### src/rtl/booth_mul_seq.sv
// rtl/booth_mul_seq.sv - sequential signed radix-2 Booth multiplier with start/busy/done handshake
// Optional BOOTH_EARLY_TERM_EN: finish early once all remaining Booth pairs are 00/11.
module booth_mul_seq #(
  parameter int BIT_LEN = 4
) (
  input  logic                   clk,
  input  logic                   rst,
  input  logic                   start,
  input  logic [BIT_LEN-1:0]     in1,
  input  logic [BIT_LEN-1:0]     in2,
  output logic                   busy,
  output logic                   done,
  output logic [2*BIT_LEN-1:0]   out
);

  localparam int CW = $clog2(BIT_LEN + 1);

  typedef enum logic [1:0] {IDLE, CALC, DONE} state_t;

  state_t             state;
  logic [BIT_LEN-1:0] a;
  logic [BIT_LEN-1:0] b;
  logic [BIT_LEN:0]   x;
  logic               q;
  logic [CW-1:0]      cnt;

  logic [BIT_LEN:0]   a_ext;
  logic [BIT_LEN:0]   x_sum;
  logic [BIT_LEN:0]   x_nxt;
  logic [BIT_LEN-1:0] b_nxt;
  logic [CW-1:0]      cnt_nxt;

  // One extra accumulator bit keeps -2^(n-1) * -2^(n-1) exact.
  assign a_ext = {a[BIT_LEN-1], a};

  always_comb begin
    case ({b[0], q})
      2'b10:   x_sum = x - a_ext;
      2'b01:   x_sum = x + a_ext;
      default: x_sum = x;
    endcase
  end

  assign x_nxt   = {x_sum[BIT_LEN], x_sum[BIT_LEN:1]};
  assign b_nxt   = {x_sum[0], b[BIT_LEN-1:1]};
  assign cnt_nxt = cnt - CW'(1);

`ifdef BOOTH_EARLY_TERM_EN
  logic                        rem_uniform;
  logic signed [2*BIT_LEN:0]   xb_sh;

  // Remaining pairs are all 00/11 when the unconsumed B bits all equal q.
  always_comb begin
    rem_uniform = 1'b1;
    for (int i = 0; i < BIT_LEN; i++) begin
      if (CW'(i) < cnt && b[i] != q) rem_uniform = 1'b0;
    end
  end

  assign xb_sh = $signed({x, b}) >>> cnt;
`endif

  always_ff @(posedge clk) begin
    if (rst) begin
      state <= IDLE;
      busy  <= 1'b0;
      done  <= 1'b0;
      out   <= '0;
      a     <= '0;
      b     <= '0;
      x     <= '0;
      q     <= 1'b0;
      cnt   <= '0;
    end else begin
      done <= 1'b0;
      case (state)
        IDLE: begin
          if (start) begin
            a     <= in1;
            b     <= in2;
            x     <= '0;
            q     <= 1'b0;
            cnt   <= CW'(BIT_LEN);
            busy  <= 1'b1;
            state <= CALC;
          end
        end
        CALC: begin
`ifdef BOOTH_EARLY_TERM_EN
          if (rem_uniform) begin
            x     <= xb_sh[2*BIT_LEN:BIT_LEN];
            b     <= xb_sh[BIT_LEN-1:0];
            cnt   <= '0;
            out   <= xb_sh[2*BIT_LEN-1:0];
            done  <= 1'b1;
            state <= DONE;
          end else
`endif
          begin
            x   <= x_nxt;
            b   <= b_nxt;
            q   <= b[0];
            cnt <= cnt_nxt;
            if (cnt_nxt == '0) begin
              out   <= {x_nxt[BIT_LEN-1:0], b_nxt};
              done  <= 1'b1;
              state <= DONE;
            end
          end
        end
        DONE: begin
          busy  <= 1'b0;
          state <= IDLE;
        end
        default: begin
          busy  <= 1'b0;
          state <= IDLE;
        end
      endcase
    end
  end

endmodule

### config.mk
export PLATFORM = sky130hd
export DESIGN_NAME = booth_mul_seq
export DESIGN_NICKNAME = d
export VERILOG_FILES = /design/src/rtl/booth_mul_seq.sv
export SDC_FILE = /design/constraint.sdc
export NUM_CORES = 1
export LEC_CHECK = 0
export BUFFER_PORTS_ARGS = -buffer_cell sky130_fd_sc_hd__buf_2
export CAP_MARGIN = 10
export CELL_PAD_IN_SITES_DETAIL_PLACEMENT = 0
export CELL_PAD_IN_SITES_GLOBAL_PLACEMENT = 1
export CORE_MARGIN = 4
export CORE_UTILIZATION = 41
export DETAILED_ROUTE_END_ITERATION = 7
export PLACE_DENSITY = 0.78
export SLEW_MARGIN = 40
export SYNTH_ARGS = -nofsm -noshare
export SYNTH_HDL_FRONTEND = slang
export SYNTH_SLANG_ARGS = --single-unit
### constraint.sdc
create_clock -name clk -period 3.4 [get_ports clk]
set_clock_uncertainty 0.2 [all_clocks]
set_input_delay 0.17 -clock clk [delete_from_list [all_inputs] [get_ports clk]]
set_output_delay 0.17 -clock clk [all_outputs]
set_load 0.01 [all_outputs]
* Word level (Yosys, flattened, before mapping) *
Index checks and enable logic that the tools add are counted.

storage, ports and cells
  register bits = 29
  latch bits = 0
  RAM bits = 0
  memory bits (read-only) = 0
  bits of input ports = 11
  output and inout port bits = 10
  word-level logic and storage cells = 42
  memories kept = 0

cells by class
  add/subtract/negate cells = 3
  multiply operators = 0
  divide/modulo/power cells = 0
  magnitude comparators = 0
  eq/ne operators = 5
  shifts and indexed selects = 0
  mux-type cells = 15
  bitwise gates (word level) = 1
  reduce and logical (&&, ||, !) cells = 9

operators by type and width
  cell                 number
  $pmux 5 s2           2
  $reduce_and 2->1     5
  $pmux 4 s2           1
  $pmux 3 s2           1
  $add 5x5->5          1
  $mux 5               1
  $sub 5x5->5          1
  $eq 2x1->1 const B   2
  $mux 2               2
  $mux 4               1
  $ne 2x2->1 const B   2
  $pmux 1 s2           2
  $pmux 2 s2           1
  $logic_not 3->1      1
  $mux 1               3
  $mux 3               1
  $sub 3x1->3 const B  1
  $eq 2x2->1 const B   1
  $logic_not 2->1      1
  $reduce_bool 2->1    1
  $reduce_or 2->1      1
  $not 1->1            1

* Depth between registers and ports, before layout *
Gate-level depths: netlist of the first run.

  word-level depth = 4
  mapped depth = 10
  mapped depth without buffers = 10

* Worst setup path before layout of the first run *
OpenSTA, ideal clock, no wires.

  path type = register to register
  start point = register a[0]
  end point = register out[7]
  setup time = 0.091 ns
  arrival time = 2.322 ns
  required time = 3.109 ns
  setup slack = 0.787 ns
  cell stages (with the launch flop) = 10
  buffers on the path = 0
  period minus slack after synthesis = 2.613 ns
  cells stage by stage = dfxtp_1 > inv_1 > ha_1 > mux2_2 > fa_1 > a21o_1 > a21oi_2 > xnor2_1 > or3_1 > a311oi_1

on the way
  longest elaborated chain between the ends = 2
  elaborated cells on any way between the ends = 3
  those cells by class = add/sub: 2; mux: 1

RTL lines
  element                                            RTL line  text
  from (decl)                                        21        logic [BIT_LEN-1:0] a;
  from (signal assigned)                             79        a <= in1;
  $add 5x5->5 / $sub 5x5->5 (equally long branches)  39, 38
  $pmux 5 s2 (*)                                     37        case ({b[0], q})
  to (signal assigned)                               105       out <= {x_nxt[BIT_LEN-1:0], b_nxt};
  to (decl)                                          13        output logic [2*BIT_LEN-1:0] out

Mark *: on every way between the ends. The rest lies on a longest branch, timed or not.
A chain may end at the register's enable or synchronous reset.

* Worst setup path after layout of the first run *
Ends and elaborated chain as after synthesis.

==> results of run 1 <==
## stage by stage
stage | hold WS, ns | setup WS [ns] | utilization (%) | std cells
6_report | 0.0688 | 0.628 | 52.4 | 237
4_1_cts | 0.0530 | 0.607 | 52.4 | 237
3_5_place_dp | 0.219 | 0.641 | 47.8 | 224
3_3_place_gp | 0.213 | 0.722 | 47.8 | 224
5_1_grt | 0.0735 | 0.433 | 52.4 | 237
2_1_floorplan | 0.106 | 0.787 | - | 168
## worst register-to-register path: cells and delay by family, from the launching register on
family	cells	cell delay, ns
flip-flops	1	0.40
XOR/XNOR	1	0.12
buffers and inverters	1	0.07
AND/OR/NAND/NOR	1	0.31
adder cells (fa/ha/maj)	2	0.71
AO/OA/AOI/OAI	3	0.58
multiplexers	1	0.30
## cells in the final DEF (no fill, tap or decap), types with 2 or more instances in the layout
| cell | count |
|---|---|
| mux2i_1 | 2 |
| o21ai_0 | 2 |
| and2_1 | 2 |
| a21oi_1 | 17 |
| nand3_1 | 2 |
| nand2_1 | 24 |
| nand3b_1 | 2 |
| buf_2 | 20 |
| nand2b_1 | 3 |
| dlygate4sd3_1 | 9 |
| a21oi_2 | 2 |
| a211oi_1 | 4 |
| ha_1 | 9 |
| nor3b_1 | 2 |
| o211ai_1 | 2 |
| dfxtp_1 | 28 |
| a311oi_1 | 3 |
| nor2_1 | 27 |
| a31oi_1 | 3 |
| inv_1 | 6 |
| clkbuf_4 | 3 |
| nor3_1 | 4 |
| xor2_1 | 3 |
## sequential cells by signal (all words and copies together), names as in the netlist
register / count
out: 8
a: 4
b: 4
x: 4
cnt: 3
state: 2
busy: 1
done: 1
q: 1
## routing by layer
metal  track usage (%)  wire length, um
met5                 0                0
met1              19.8             1440
met4              5.44               41
met3              2.89              120
met2              24.2             1270
## layout make-up
cell class | instances | area [um^2]
well taps | 44 | 55.1
clock buffers | 3 | 22.5
flip-flops and latches | 28 | 561
inverters | 6 | 22.5
clock inverters | 1 | 30.0
fillers | 323 | 1490
multi-input cells | 125 | 749
repair buffers | 30 | 198
## cell families (layout without fill, tap and decap cells)
| family | count (synthesis) | in the layout |
|---|---|---|
| fa+ha+maj | 10 | 10 |
| flops | 28 | 28 |
| mux | 3 | 3 |
| compound gates | 37 | 37 |
| buf+inv | 15 | 40 |
| xor+xnor | 4 | 4 |
| simple gates | 71 | 71 |
## final timing paths
| path | to | slack (ns) | cells past startpoint |
|---|---|---|---|
| max | out[7]$_SDFFE_PP0P_ | 0.63 | 9 |
| min | out[4]$_SDFFE_PP0P_ | 0.07 | 2 |
| max reg2reg | out[7]$_SDFFE_PP0P_ | 0.63 | 9 |
| min reg2reg | q$_SDFFE_PP0P_ | 0.26 | 2 |
## where the power goes
group          internal (mW)  total, mW  switching, mW
clock network          0.119      0.222          0.103
logic                 0.0552      0.129         0.0737
registers              0.346      0.359         0.0138
==> qor.csv, run 1 <==
metric,value,unit
grt_max_degree,30,
synth_top_family_by_area,simple AND/OR/NAND/NOR gates,
crit_family,adder cells,
yosys.area_share.simple,23.0,%
place.port_buffers,20,
finalMaxSlewViolations,0,
critPathKind,flop to flop,
diodes,0,
end_kind,flop,
slew_headroom,54.0,%
synth_edf_count,0,
drtIter0Drc,27,
rsz0062_at_grt,no,
h-tree-depth,1,
ios,21,
synthTopCellsByArea,"dfxtp_1 41%, ha_1 8.2%, nor2_1 7.4%",
yosysWarningCount,0,
cts_tree,done,
arrival,2.83,ns
grt_pass1_wl,5.07,mm
async_reset_ff_share,0,%
antenna_left,0,
root_buffer,clkbuf_4,
power_density,434,nW/um^2
hold_path_class,input port to flop,
fmax,361,MHz
start_util,43.9,%
routed_wirelength,2.87,mm
yosysUniqueCellTypes,35,
netlist.area_leader.share,40.8,%
cts_sinks,28,
critPathRequiredTime,3.46,ns
worst_pin_slew,0.688,ns
drtPass1Iterations,2,
setup_viol,0,
leakage,0.704,nW
fin_crit_sh,81.5,%
areaGrowthSynthToFinish,19.2,%
via_per_inst,5.12,
synth_fa_ha_area_share,9.65,%
cp.buffers_inverters,1,
gp_congestion,0.748,
grt_overflow,0,
status,completed,
maxCapViolCount,0,
cts_setup_buffers,0,
drc,0,
yosys-top-cells-count,"28 x dfxtp_1, 27 x nor2_1, 24 x nand2_1",
setup_tns,0,ns
die_y,65.9,um
hold_viol,0,
dp_hpwl,2.14,mm
yosysTopAreaCell,dfxtp_1,
synth-compound-area-share,17.1,%
wl_per_cell,12.1,um
cts_resized,0,
syn_avg_cell_area,8.18,um^2
placed_area,1500,um^2
dieArea,4340,um^2
drive_gt1_share,15.5,%
startpoint,a[0]$_SDFFE_PP0P_,
dr_total_vias,1213,
synth-xor-area-share,2.55,%
ir_drop,0.183,mV
synth-seq-area-share,40.8,%
synth_cells,168,
nets,215,
synthFlopType,dfxtp_1,
synth_most_common_cell,dfxtp_1,
grt_usage,15.0,%
synth_nets,189,
synth.mux.area_fraction,2.28,%
hold_buffers,9,
die_x,65.9,um
worstSkewPairLatency,0.34,ns
synth-seq-cells,28,
worstHoldStart,rst,
coreArea,3130,um^2
path_cells,"inv_1, ha_1, mux2_2, fa_1, a21o_1, a21oi_2, xnor2_1, or3_1, a311oi_1",
crit_fanout,4,
cts_made_buffers,3,
p_total,710,uW
grt_pass1_vias,1147,
design_area,1640,um^2
placementRows,20,
max_stage_delay,0.43,ns
syn_area,1370,um^2
period_minus_slack,2.77,ns
cp_slowest_cell,fa_1,
r2r-start,a[0]$_SDFFE_PP0P_,
clockBufferDepth,2,
antenna_found_initial,0,
startpoint_type,flop,
clk_pin_slew,0.15,ns
No activity file was read; power rests on OpenSTA's default activity.
==> run 2: changes to the inputs <==
==> constraint.sdc (replaced) <==
create_clock -name clk -period 2.75 [get_ports clk]
set_clock_uncertainty 0.2 [all_clocks]
set_input_delay 0.1375 -clock clk [delete_from_list [all_inputs] [get_ports clk]]
set_output_delay 0.1375 -clock clk [all_outputs]
set_load 0.01 [all_outputs]
==> run 2 against run 1 <==
Sequential share of layout area decreased by 1.1 points. Final area up 4.0%. Power increased by 25%. Core utilization rose by 2.1 points. Count of clock-buffer cells in the layout stayed put. Cell count grew 2.1%. Largest cell class unchanged.
==> qor.csv, run 2 (synthesis results as in run 1) <==
metric,value,unit,change
period_minus_slack,2.63,ns,-0.138 ns
cts_tree,done,,
grt_overflow,0,,unchanged
root_buffer,clkbuf_4,,
cp.buffers_inverters,1,,unchanged
setup_tns,0,ns,unchanged
startpoint_type,flop,,
end_kind,flop,,
diodes,0,,unchanged
post-place-cells,229,,+2.2%
grt_max_degree,30,,unchanged
drive_gt1_share,21.7,%,+6.2 points
die_y,65.9,um,unchanged
antenna_left,0,,unchanged
hold_depth,2,,unchanged
cts_setup_buffers,0,,unchanged
h-tree-depth,1,,unchanged
routed_wirelength,2.96,mm,+3.0%
ios,21,,unchanged
leakage,0.729,nW,+3.5%
crit_fanout,4,,unchanged
cp_slowest_cell,dfxtp_2,,
hold_viol,0,,unchanged
nets,220,,+2.3%
power_density,519,nW/um^2,+20%
r2r_slack,0.12,ns,-0.51 ns
status,completed,,
final_common_cell,nor2_1,,
grt_pass1_wl,4.97,mm,-1.9%
crit_family,adder cells,,
grt_usage,14.7,%,-0.31 points
dr_wl_met3,144,um,+20%
dp_hpwl,2.22,mm,+4.1%
p_total,885,uW,+25%
largest_reg_flops,8,,unchanged
max_stage_delay,0.38,ns,-0.05 ns
hold_path_class,input port to flop,,
cp_num_cells,9,,unchanged
start_util,43.9,%,unchanged
coreArea,3130,um^2,unchanged
path_cells,"inv_1, ha_1, mux2_4, fa_2, a21o_1, a21oi_2, xnor2_1, or3_1, a311oi_2",,
areaGrowthSynthToFinish,24.0,%,
place.port_buffers,20,,unchanged
seq_area,564,um^2,+0.67%
cts_sinks,28,,unchanged
critPathRequiredTime,2.81,ns,-0.65 ns
clk_pin_slew,0.15,ns,about the same
slew_headroom,60.3,%,+6.3 points
antenna_found_initial,0,,unchanged
worst_pin_slew,0.594,ns,-0.0939 ns
top_register,out,,
multi_input_area,774,um^2,+3.3%
drtIter0Drc,28,,+3.7%
top_layer,met4,,
final_cell_mix,"26 x nor2_1, 25 x dfxtp_1, 24 x nand2_1",,
final_util,54.5,%,+2.1 points
fmax,380,MHz,+5.2%
cts_made_buffers,3,,unchanged
gp_congestion,0.721,,-3.6%
rsz0062_at_grt,no,,
dieArea,4340,um^2,unchanged
maxCapViolCount,0,,unchanged
wl_per_cell,12.2,um,+0.90%
wl_met1,1.39,mm,-3.7%
r2r_cells,9,,unchanged
drc,0,,unchanged
placementRows,20,,unchanged
critPathKind,flop to flop,,
fillers,309,,-4.3%
routed-wl-met2,1.39,mm,+9.6%
via_per_inst,5.07,,-0.94%
final_cells,242,,+2.1%
clockBufferDepth,2,,unchanged
grt_pass1_vias,1179,,+2.8%
dr_total_vias,1227,,+1.2%
arrival,2.69,ns,-0.14 ns
setup_viol,0,,unchanged
die_x,65.9,um,unchanged
ir_drop,0.358,mV,+96%
finalMaxSlewViolations,0,,unchanged
fin_crit_sh,95.8,%,+14 points
worstSkewPairLatency,0.33,ns,about the same
drtPass1Iterations,4,,+2
## run 2: final cells by class
cell class,count,area share [%]
multi-input cells,125,45.4
flip-flops and latches,28,33.1
repair buffers,35,13.8
well taps,44,3.23
clock inverters,1,1.76
clock buffers,3,1.32
inverters,6,1.32
## run 2: repair_timing
item | CTS | global route
endpoints found under the setup margin | 1 | 4
hold buffers | 9 | 0
endpoints found under the hold margin | 9 | 0
pin swaps | 0 | 2
gates resized for setup | 1 | 8
## run 2: per-layer routing
layer | vias up | track usage [%]
li1 | 630 | -
met1 | 563 | 17.5
met2 | 30 | 25.7
met3 | 4 | 3.74
met4 | 0 | 4.40
met5 | - | 0
## run 2: path summary, 6_finish.rpt
check / startpoint / end
hold reg to reg: out[2]$_SDFFE_PP0P_ / out[2]$_SDFFE_PP0P_
setup / recovery: a[1]$_SDFFE_PP0P_ / out[7]$_SDFFE_PP0P_
hold / removal: rst / out[5]$_SDFFE_PP0P_
setup reg to reg: a[1]$_SDFFE_PP0P_ / out[7]$_SDFFE_PP0P_
## run 2: per-stage QoR
stage,cell area [um^2],setup WS (ns),hold slack [ns]
6_report,1700,0.116,0.0483
5_1_grt,1700,0.000581,0.0775
3_5_place_dp,1530,0.0182,0.191
2_1_floorplan,1370,0.137,0.0735
3_3_place_gp,1530,0.0999,0.187
4_1_cts,1680,0.0102,0.0425
## run 2: worst reg2reg max path: cells and delay by family, from the launching register on
kind | cells | cell delay, ns
DFF | 1 | 0.38
muxes | 1 | 0.29
AOI/OAI and AO/OA | 3 | 0.57
and+or+nand+nor | 1 | 0.33
buffers and inverters | 1 | 0.05
xor gates and xnor gates | 1 | 0.12
adders and majority gates | 2 | 0.64
## run 2: report_power, final
| part | total (mW) | internal [mW] | switching (mW) |
|---|---|---|---|
| Combinational | 0.172 | 0.0772 | 0.0952 |
| Sequential | 0.445 | 0.428 | 0.0176 |
| Clock | 0.267 | 0.147 | 0.120 |
